`config.mk`:
```
export PLATFORM = sky130hd
export DESIGN_NAME = tmds_decoder
export DESIGN_NICKNAME = d
export VERILOG_FILES = /design/src/rtl/tmds_decoder.sv
export SDC_FILE = /design/constraint.sdc
export NUM_CORES = 1
export LEC_CHECK = 0
export CAP_MARGIN = 40
export CORE_MARGIN = 5
export CORE_UTILIZATION = 55
export DETAILED_ROUTE_END_ITERATION = 6
export PLACE_DENSITY = 0.79
export SETUP_SLACK_MARGIN = 0.5
export SLEW_MARGIN = 10
export SYNTH_ARGS = -nofsm -noshare
export SYNTH_HDL_FRONTEND = slang
export SYNTH_SLANG_ARGS = --single-unit
```
`constraint.sdc`:
```
create_clock -name clk -period 5.2 [get_ports clk]
set_clock_uncertainty 0.15 [all_clocks]
set_input_delay 0.78 -clock clk [delete_from_list [all_inputs] [get_ports clk]]
set_output_delay 0.78 -clock clk [all_outputs]
set_load 0.1 [all_outputs]
```
`src/rtl/tmds_decoder.sv`:
```
// TMDS receive channel: serial-to-word alignment from control tokens, data/control decode, illegal-symbol flagging.
// Optional saturating sym_err counter on port err_count when TMDS_DEC_ERRCNT_EN is defined.
module tmds_decoder #(
  parameter int LOCK_CNT   = 4,
  parameter int UNLOCK_CNT = 8
) (
  input  logic       clk,
  input  logic       n_rst,
  input  logic       serial_in,
  output logic [9:0] raw_word,
  output logic [7:0] data_out,
  output logic [1:0] ctrl_out,
  output logic       de,
  output logic       word_valid,
  output logic       locked,
  output logic       sym_err
`ifdef TMDS_DEC_ERRCNT_EN
  ,
  output logic [15:0] err_count
`endif
);

  localparam logic [1:0] S_HUNT   = 2'd0;
  localparam logic [1:0] S_VERIFY = 2'd1;
  localparam logic [1:0] S_LOCKED = 2'd2;

  localparam logic [9:0] TOK_00 = 10'b1101010100;
  localparam logic [9:0] TOK_01 = 10'b0010101011;
  localparam logic [9:0] TOK_10 = 10'b0101010100;
  localparam logic [9:0] TOK_11 = 10'b1010101011;

  localparam logic [3:0] LOCK_LIM   = 4'(LOCK_CNT);
  localparam logic [3:0] UNLOCK_LIM = 4'(UNLOCK_CNT);

  logic [9:0] r_sh;
  logic [1:0] r_state;
  logic [3:0] r_bit_cnt;
  logic [3:0] r_tok_cnt;
  logic [3:0] r_err_run;
  logic [9:0] r_raw_word;
  logic [7:0] r_data;
  logic [1:0] r_ctrl;
  logic       r_de;
  logic       r_word_valid;
  logic       r_sym_err;

  logic [9:0] w_win;
  logic       w_is_tok;
  logic [1:0] w_tok_code;
  logic [6:0] w_tr;
  logic [3:0] w_tr_cnt;
  logic       w_illegal;
  logic [7:0] w_d;
  logic [7:0] w_dec;
  logic       w_at_end;
  logic [3:0] w_tok_inc;
  logic [3:0] w_err_inc;
  logic       w_drop;
  logic       w_emit;

  // The window includes the bit arriving this cycle, so a word is judged on the edge that samples its last bit.
  assign w_win = {serial_in, r_sh[9:1]};

  always_comb begin
    w_is_tok   = 1'b1;
    w_tok_code = 2'b00;
    case (w_win)
      TOK_00:  w_tok_code = 2'b00;
      TOK_01:  w_tok_code = 2'b01;
      TOK_10:  w_tok_code = 2'b10;
      TOK_11:  w_tok_code = 2'b11;
      default: w_is_tok   = 1'b0;
    endcase
  end

  genvar gi;
  generate
    for (gi = 0; gi < 7; gi++) begin : g_tr
      assign w_tr[gi] = w_win[gi] ^ w_win[gi+1];
    end
  endgenerate

  always_comb begin
    w_tr_cnt = 4'd0;
    for (int i = 0; i < 7; i++) w_tr_cnt = w_tr_cnt + {3'b000, w_tr[i]};
  end

  assign w_illegal = !w_is_tok && (w_tr_cnt > 4'd4);

  assign w_d      = w_win[9] ? ~w_win[7:0] : w_win[7:0];
  assign w_dec[0] = w_d[0];
  generate
    for (gi = 1; gi < 8; gi++) begin : g_dec
      assign w_dec[gi] = w_win[8] ? (w_d[gi] ^ w_d[gi-1]) : ~(w_d[gi] ^ w_d[gi-1]);
    end
  endgenerate

  assign w_at_end  = (r_bit_cnt == 4'd9);
  assign w_tok_inc = (r_tok_cnt == 4'hF) ? r_tok_cnt : r_tok_cnt + 4'd1;
  assign w_err_inc = (r_err_run == 4'hF) ? r_err_run : r_err_run + 4'd1;
  assign w_drop    = (r_state == S_LOCKED) && w_at_end && w_illegal && (w_err_inc >= UNLOCK_LIM);
  assign w_emit    = (r_state == S_LOCKED) && w_at_end && !w_drop;

  always_ff @(posedge clk or negedge n_rst) begin
    if (!n_rst) begin
      r_sh      <= '0;
      r_state   <= S_HUNT;
      r_bit_cnt <= '0;
      r_tok_cnt <= '0;
      r_err_run <= '0;
    end else begin
      r_sh <= w_win;
      case (r_state)
        S_HUNT: begin
          if (w_is_tok) begin
            r_bit_cnt <= '0;
            r_tok_cnt <= 4'd1;
            r_state   <= S_VERIFY;
          end
        end
        S_VERIFY: begin
          r_bit_cnt <= w_at_end ? 4'd0 : r_bit_cnt + 4'd1;
          if (w_at_end) begin
            if (w_is_tok) begin
              r_tok_cnt <= w_tok_inc;
              if (w_tok_inc >= LOCK_LIM) begin
                r_state   <= S_LOCKED;
                r_err_run <= '0;
              end
            end else begin
              r_tok_cnt <= '0;
              r_state   <= S_HUNT;
            end
          end
        end
        S_LOCKED: begin
          r_bit_cnt <= w_at_end ? 4'd0 : r_bit_cnt + 4'd1;
          if (w_drop) begin
            r_state   <= S_HUNT;
            r_tok_cnt <= '0;
            r_err_run <= '0;
          end else if (w_at_end) begin
            r_err_run <= w_illegal ? w_err_inc : 4'd0;
          end
        end
        default: r_state <= S_HUNT;
      endcase
    end
  end

  // Data and control fields each hold their last value while the other kind of word is received.
  always_ff @(posedge clk or negedge n_rst) begin
    if (!n_rst) begin
      r_raw_word   <= '0;
      r_data       <= '0;
      r_ctrl       <= '0;
      r_de         <= 1'b0;
      r_word_valid <= 1'b0;
      r_sym_err    <= 1'b0;
    end else begin
      r_word_valid <= w_emit;
      r_sym_err    <= w_emit && w_illegal;
      if (w_emit) begin
        r_raw_word <= w_win;
        r_de       <= !w_is_tok;
        if (w_is_tok) r_ctrl <= w_tok_code;
        else          r_data <= w_dec;
      end
    end
  end

`ifdef TMDS_DEC_ERRCNT_EN
  logic [15:0] r_err_count;
  always_ff @(posedge clk or negedge n_rst) begin
    if (!n_rst)                                                r_err_count <= '0;
    else if (w_emit && w_illegal && r_err_count != 16'hFFFF)   r_err_count <= r_err_count + 16'd1;
  end
  assign err_count = r_err_count;
`endif

  assign raw_word   = r_raw_word;
  assign data_out   = r_data;
  assign ctrl_out   = r_ctrl;
  assign de         = r_de;
  assign word_valid = r_word_valid;
  assign sym_err    = r_sym_err;
  assign locked     = (r_state == S_LOCKED);

endmodule

```
* Word level (Yosys, flattened, before mapping) *
Index checks and enable logic that the tools add are counted.

cells by class
  $add $sub $neg = 9
  multiply operators = 0
  div/mod/pow operators = 0
  magnitude comparators = 3
  equality and inequality tests = 16
  shifts and indexed selects = 0
  mux-type cells = 33
  bitwise operators = 23
  reduce and logical (&&, ||, !) cells = 20

operator list
  operator                count
  $mux W4                 14
  $eq A10 B10 Y1 const B  2
  $pmux W4 S2             2
  $xor A1 B1 Y1           14
  $add A4 B1 Y4           3
  $add A4 B1 Y4 const B   3
  $eq A4 B4 Y1 const B    3
  $pmux W2 S3             2
  $pmux W4 S3             1
  $eq A10 B8 Y1 const B   1
  $eq A10 B9 Y1 const B   1
  $mux W2                 5
  $mux W1                 8
  $mux W8                 1
  $ne A2 B2 Y1 const B    4
  $not A1 Y1              8
  $not A8 Y8              1
  $reduce_and A4 Y1       2
  $logic_and A1 B1 Y1     6
  $reduce_and A2 Y1       3
  $reduce_and A5 Y1       1
  $add A3 B1 Y4           1
  $ge A4 B3 Y1 const B    1
  $ge A4 B4 Y1 const B    1
  other kinds (14)        16

storage, ports and cells
  flip-flop bits (word level) = 47
  latch bits = 0
  memory bits (writable) = 0
  bits in read-only memories = 0
  input port bits = 3
  output and inout bits = 24
  memories = 0

* Longest topological paths before layout *
  word-level depth = 14
  depth in mapped cells = 14

* Worst setup path after synthesis *
No wires, ideal clock.

  path type = register to register
  start = register r_sh[2]
  end = register r_raw_word[1] (netlist: raw_word[1])
  setup time = 0.126 ns
  arrival time = 3.738 ns
  data required time = 4.924 ns
  slack = 1.186 ns
  stages on the path, launching flop included = 14
  buffers on the path = 1
  clock period less this slack = 4.014 ns
  cells stage by stage = dfrtp_1 inv_1 ha_1 fa_1 inv_1 fa_1 fa_1 inv_1 fa_1 nor2b_1 a2111oi_4 a21oi_2 buf_4 mux2_4

on the way
  longest elaborated chain between the ends = 13
  elaborated cells between the ends (all ways) = 21

ends and longest elaborated chain
  what                                 RTL line  source
  from (decl)                          35        logic [9:0] r_sh;
  from (signal assigned)               112       r_sh <= w_win;
  $xor A1 B1 Y1                        79        assign w_tr[gi] = w_win[gi] ^ w_win[gi+1];
  $add A1 B1 Y2                        85        for (int i = 0; i < 7; i++) w_tr_cnt = w_tr_cnt + {3'b000, w_tr[i]};
  $add A2 B1 Y3                        85
  $add A3 B1 Y4                        85
  $add A4 B1 Y4 (3 in series)          85
  $gt A4 B3 Y1                         88        assign w_illegal = !w_is_tok && (w_tr_cnt > 4'd4);
  $logic_and A1 B1 Y1 *                88
  $logic_and A1 B1 Y1 * (2 in series)  101       assign w_drop = (r_state == S_LOCKED) && w_at_end && w_illegal && (w_err_inc >= UNLOCK_LIM);
  $logic_not A1 Y1 *                   102       assign w_emit = (r_state == S_LOCKED) && w_at_end && !w_drop;
  $logic_and A1 B1 Y1 *                102
  via w_emit                           59        logic w_emit;
  to (signal assigned)                 164       r_raw_word <= w_win;
  to (decl)                            40        logic [9:0] r_raw_word;

Mark *: on every way through the listed nets, which the timed path passes. The rest lies on a longest branch.
A chain may end at the register's enable or synchronous reset.

* Worst setup path in the final report *
  start = register r_sh[1]
  end = register r_data[0] (netlist: data_out[0])

on the way
  longest elaborated chain between the ends = 14
  elaborated cells between the ends (all ways) = 24

ends and longest elaborated chain
  what                                RTL line  source
  $xor A1 B1 Y1                       79
  $add A1 B1 Y2                       85
  $add A2 B1 Y3                       85
  $add A3 B1 Y4                       85
  $add A4 B1 Y4 (3 in series)         85
  $gt A4 B3 Y1                        88
  $logic_and A1 B1 Y1                 88
  $logic_and A1 B1 Y1 (2 in series)   101
  $logic_not A1 Y1                    102
  $logic_and A1 B1 Y1                 102
  $reduce_and A2 Y1 (no source line)  n/a
  to (signal assigned)                167       else r_data <= w_dec;
  to (decl)                           41        logic [7:0] r_data;

Parallel ways exist; a longest one is shown, timed or not.

==> reports/metrics.json <==
{
  "outcome": {"value": "finished, final reports clean"},
  "synth_cells": {"value": 224},
  "critPathLaunchType": {"value": "flip-flop"},
  "place_hpwl": {"value": 3800, "unit": "µm"},
  "synth.top_cell.area_share": {"value": 0.459},
  "cts-hold-fix-buffers": {"value": 0},
  "number_of_detailed_route_iterations_in_the_first_pass": {"value": 4},
  "finalSetupTns": {"value": 0, "unit": "ps"},
  "drv_slew": {"value": 0},
  "io_buffers": {"value": 26},
  "arrival": {"value": 4420, "unit": "ps"},
  "synth_sequential_area_ratio": {"value": 0.459},
  "ys_warn_count": {"value": 0},
  "timing.hold.worst.class": {"value": "primary input to asynchronous set/reset pin"},
  "ir_drop": {"value": 272, "unit": "µV"},
  "required": {"value": 5270, "unit": "ps"},
  "timing_worst_slew_pin_value": {"value": 884, "unit": "ps"},
  "synthFlopType": {"value": "sky130_fd_sc_hd__dfrtp_1"},
  "dieWidth": {"value": 77.5, "unit": "µm"},
  "initialDrtViolationCount": {"value": 108},
  "unrepaired_setup_endpoints_after_global_routing": {"value": "no"},
  "synthesis.area": {"value": 2510, "unit": "µm²"},
  "vias_in_the_first_global_route": {"value": 1836},
  "worst_slew_margin_rel": {"value": 0.407},
  "drt-total-wl": {"value": 5080, "unit": "µm"},
  "core-area": {"value": 4380, "unit": "µm²"},
  "place_congestion": {"value": 0.853},
  "synthDominantAreaCellType": {"value": "sky130_fd_sc_hd__dfrtp_1"},
  "fin_util": {"value": 0.751},
  "design.die.area": {"value": 6010, "unit": "µm²"},
  "post-route-drc-count": {"value": 0},
  "cts.sink_count": {"value": 46},
  "detailroute.via_count": {"value": 1871},
  "final_net_count": {"value": 301},
  "setup_crit_path_kind": {"value": "flip-flop to flip-flop"},
  "power_leakage": {"value": 1.45, "unit": "nW"},
  "synth_top_cells_by_count": {"value": "sky130_fd_sc_hd__dfrtp_1 (46), sky130_fd_sc_hd__inv_1 (19), sky130_fd_sc_hd__ha_1 (15), sky130_fd_sc_hd__nor2_1 (15), sky130_fd_sc_hd__a21oi_1 (13)"},
  "syn-num-nets": {"value": 246},
  "gr-usage-met3": {"value": 0.0394},
  "post_synthesis_area_per_instance": {"value": 11.2, "unit": "µm²"},
  "post_cts_sizing": {"value": 0},
  "largest_net_degree_at_the_start_of_global_routing": {"value": 25},
  "postCtsSetupRepairBufs": {"value": 0},
  "grt_resource_usage_total": {"value": 0.181},
  "cts.path.max_buffers": {"value": 2},
  "worst_setup_path_end_kind": {"value": "flip-flop"},
  "power_per_cell_area": {"value": 222, "unit": "nW/µm²"},
  "yosys.cell_count.top_type": {"value": "sky130_fd_sc_hd__dfrtp_1"},
  "final-setup-viol-count": {"value": 0},
  "initial_utilization": {"value": 0.572},
  "cts.reportedPaths.clkPinSlew": {"value": 80, "unit": "ps"},
  "global_routing_met2_resource_utilization": {"value": 0.266},
  "ios": {"value": 27},
  "area_delta_synth_final": {"value": 31.2, "unit": "%"},
  "synth_edf_count": {"value": 0},
  "h-tree-depth": {"value": 2},
  "chipHeight": {"value": 77.5, "unit": "µm"},
  "finalCritPeriodShare": {"value": 0.837},
  "overflow": {"value": 0},
  "detail-route-antenna-nets": {"value": 0},
  "route.detailed.wl_per_inst": {"value": 15.3, "unit": "µm"},
  "synth.distinct_cells": {"value": 57},
  "finalHoldViolCount": {"value": 0},
  "proportion_of_register_bits_with_asynchronous_set_or_reset_after_synthesis": {"value": 1.00},
  "layout_min_cycle_time": {"value": 4350, "unit": "ps"},
  "cts_inserted_buffers": {"value": 5},
  "tritoncts": {"value": "yes"},
  "core.rowCount": {"value": 24},
  "crit_fanout": {"value": 17},
  "drv_cap": {"value": 0},
  "cts_root_buf": {"value": "sky130_fd_sc_hd__clkbuf_8"},
  "fmax": {"value": 230, "unit": "MHz"},
  "ys_seq_elements": {"value": 46},
  "global_route.peak_usage_layer": {"value": "met2"},
  "antenna_cells": {"value": 0},
  "avgViaCountPerCell": {"value": 5.64},
  "met1_usage": {"value": 0.262},
  "number_of_antenna_violations_at_the_first_check_in_global_routing": {"value": 0},
  "largest_cells_by_area_after_synthesis": {"value": "sky130_fd_sc_hd__dfrtp_1 (46%), sky130_fd_sc_hd__ha_1 (7.5%), sky130_fd_sc_hd__mux2_4 (4.8%)"},
  "drive_above_1_share": {"value": 0.196},
  "worstSkewPairLatency": {"value": 310, "unit": "ps"},
  "wire_length_of_the_first_global_routing_pass": {"value": 8810, "unit": "µm"}
}
power breakdown:
part | switching [mW] | internal [mW]
registers | 0.0146 | 0.368
logic | 0.0749 | 0.0472
clock network | 0.120 | 0.107
per-stage QoR:
step | hold slack (ps) | worst slack, ps | power [mW] | std cells | cell area, µm²
after floorplan | 224 | 1190 | 0.478 | 224 | 2510
after global placement | 282 | 1030 | 0.504 | 299 | 2810
after CTS | 301 | 797 | 0.736 | 332 | 3290
after detailed placement | 281 | 818 | 0.512 | 324 | 3200
after global routing | 314 | 577 | 0.776 | 332 | 3290
final | 297 | 848 | 0.731 | 332 | 3290
cell type report:
class                   instances  area, µm²
repair buffers                 52        651
clock buffers                   6       82.6
well taps                      52       65.1
inverters                      19       71.3
fillers                       293       1090
multi-input cells             155       1260
clock inverters                 2       12.5
flip-flops and latches         46       1150
registers in the layout, indices dropped and copies added (netlist names):
name,count
raw_word,10
sym_err,1
ctrl_out,2
word_valid,1
r_err_run,4
de,1
data_out,8
r_tok_cnt,4
r_bit_cnt,4
r_state,2
r_sh,9
path summary, 6_finish.rpt:
| path | start | end | slack, ps | depth (start not counted) |
|---|---|---|---|---|
| max | r_sh[1] | data_out[0] | 850 | 13 |
| min | n_rst | raw_word[7] | 300 | 1 |
| max reg2reg | r_sh[1] | data_out[0] | 850 | 13 |
| min reg2reg | r_sh[8] | r_sh[7] | 300 | 0 |
| max in group asynchronous | n_rst | r_bit_cnt[3] | 4100 | 2 |
| min in group clk | r_sh[8] | r_sh[7] | 300 | 0 |
layer usage:
layer  routed length [µm]  share of wire
met5                    0              0
met1                 2390           0.47
met4                   80          0.016
met2                 2370           0.47
met3                  234          0.046
cell usage in the layout, fill, tap and decap left out, types with 8 or more instances in the layout:
cell,n
sky130_fd_sc_hd__dfrtp_1,46
sky130_fd_sc_hd__clkdlybuf4s50_1,25
sky130_fd_sc_hd__buf_8,24
sky130_fd_sc_hd__inv_1,19
sky130_fd_sc_hd__nor2_1,15
sky130_fd_sc_hd__ha_1,15
sky130_fd_sc_hd__a21oi_1,13
sky130_fd_sc_hd__nand3_1,10
sky130_fd_sc_hd__xnor2_1,9
sky130_fd_sc_hd__nand2_1,9
sky130_fd_sc_hd__o21ai_0,9
sky130_fd_sc_hd__mux2_4,8
kinds of logic (layout without fill, tap and decap cells):
group / after synthesis / count (layout) / synth area share
AOI/OAI and AO/OA: 51 / 51 / 0.156
adders and majority gates: 19 / 19 / 0.107
and+or+nand+nor: 58 / 58 / 0.121
DFF: 46 / 46 / 0.459
muxes: 12 / 12 / 0.0654
buffers and inverters: 23 / 79 / 0.0394
xor gates and xnor gates: 15 / 15 / 0.0524
critical path: stages, from the launching register on:
cell and delay [ps]:
sky130_fd_sc_hd__dfrtp_1 420, sky130_fd_sc_hd__inv_1 90, sky130_fd_sc_hd__ha_1 320, sky130_fd_sc_hd__fa_1 530
sky130_fd_sc_hd__inv_1 50, sky130_fd_sc_hd__fa_1 500, sky130_fd_sc_hd__fa_1 420, sky130_fd_sc_hd__inv_1 80
sky130_fd_sc_hd__fa_1 400, sky130_fd_sc_hd__nor2b_1 250, sky130_fd_sc_hd__a2111oi_4 110, sky130_fd_sc_hd__nor3_2 690
sky130_fd_sc_hd__nor2_1 90, sky130_fd_sc_hd__a21oi_1 170
(Power assumes the default switching activity.)
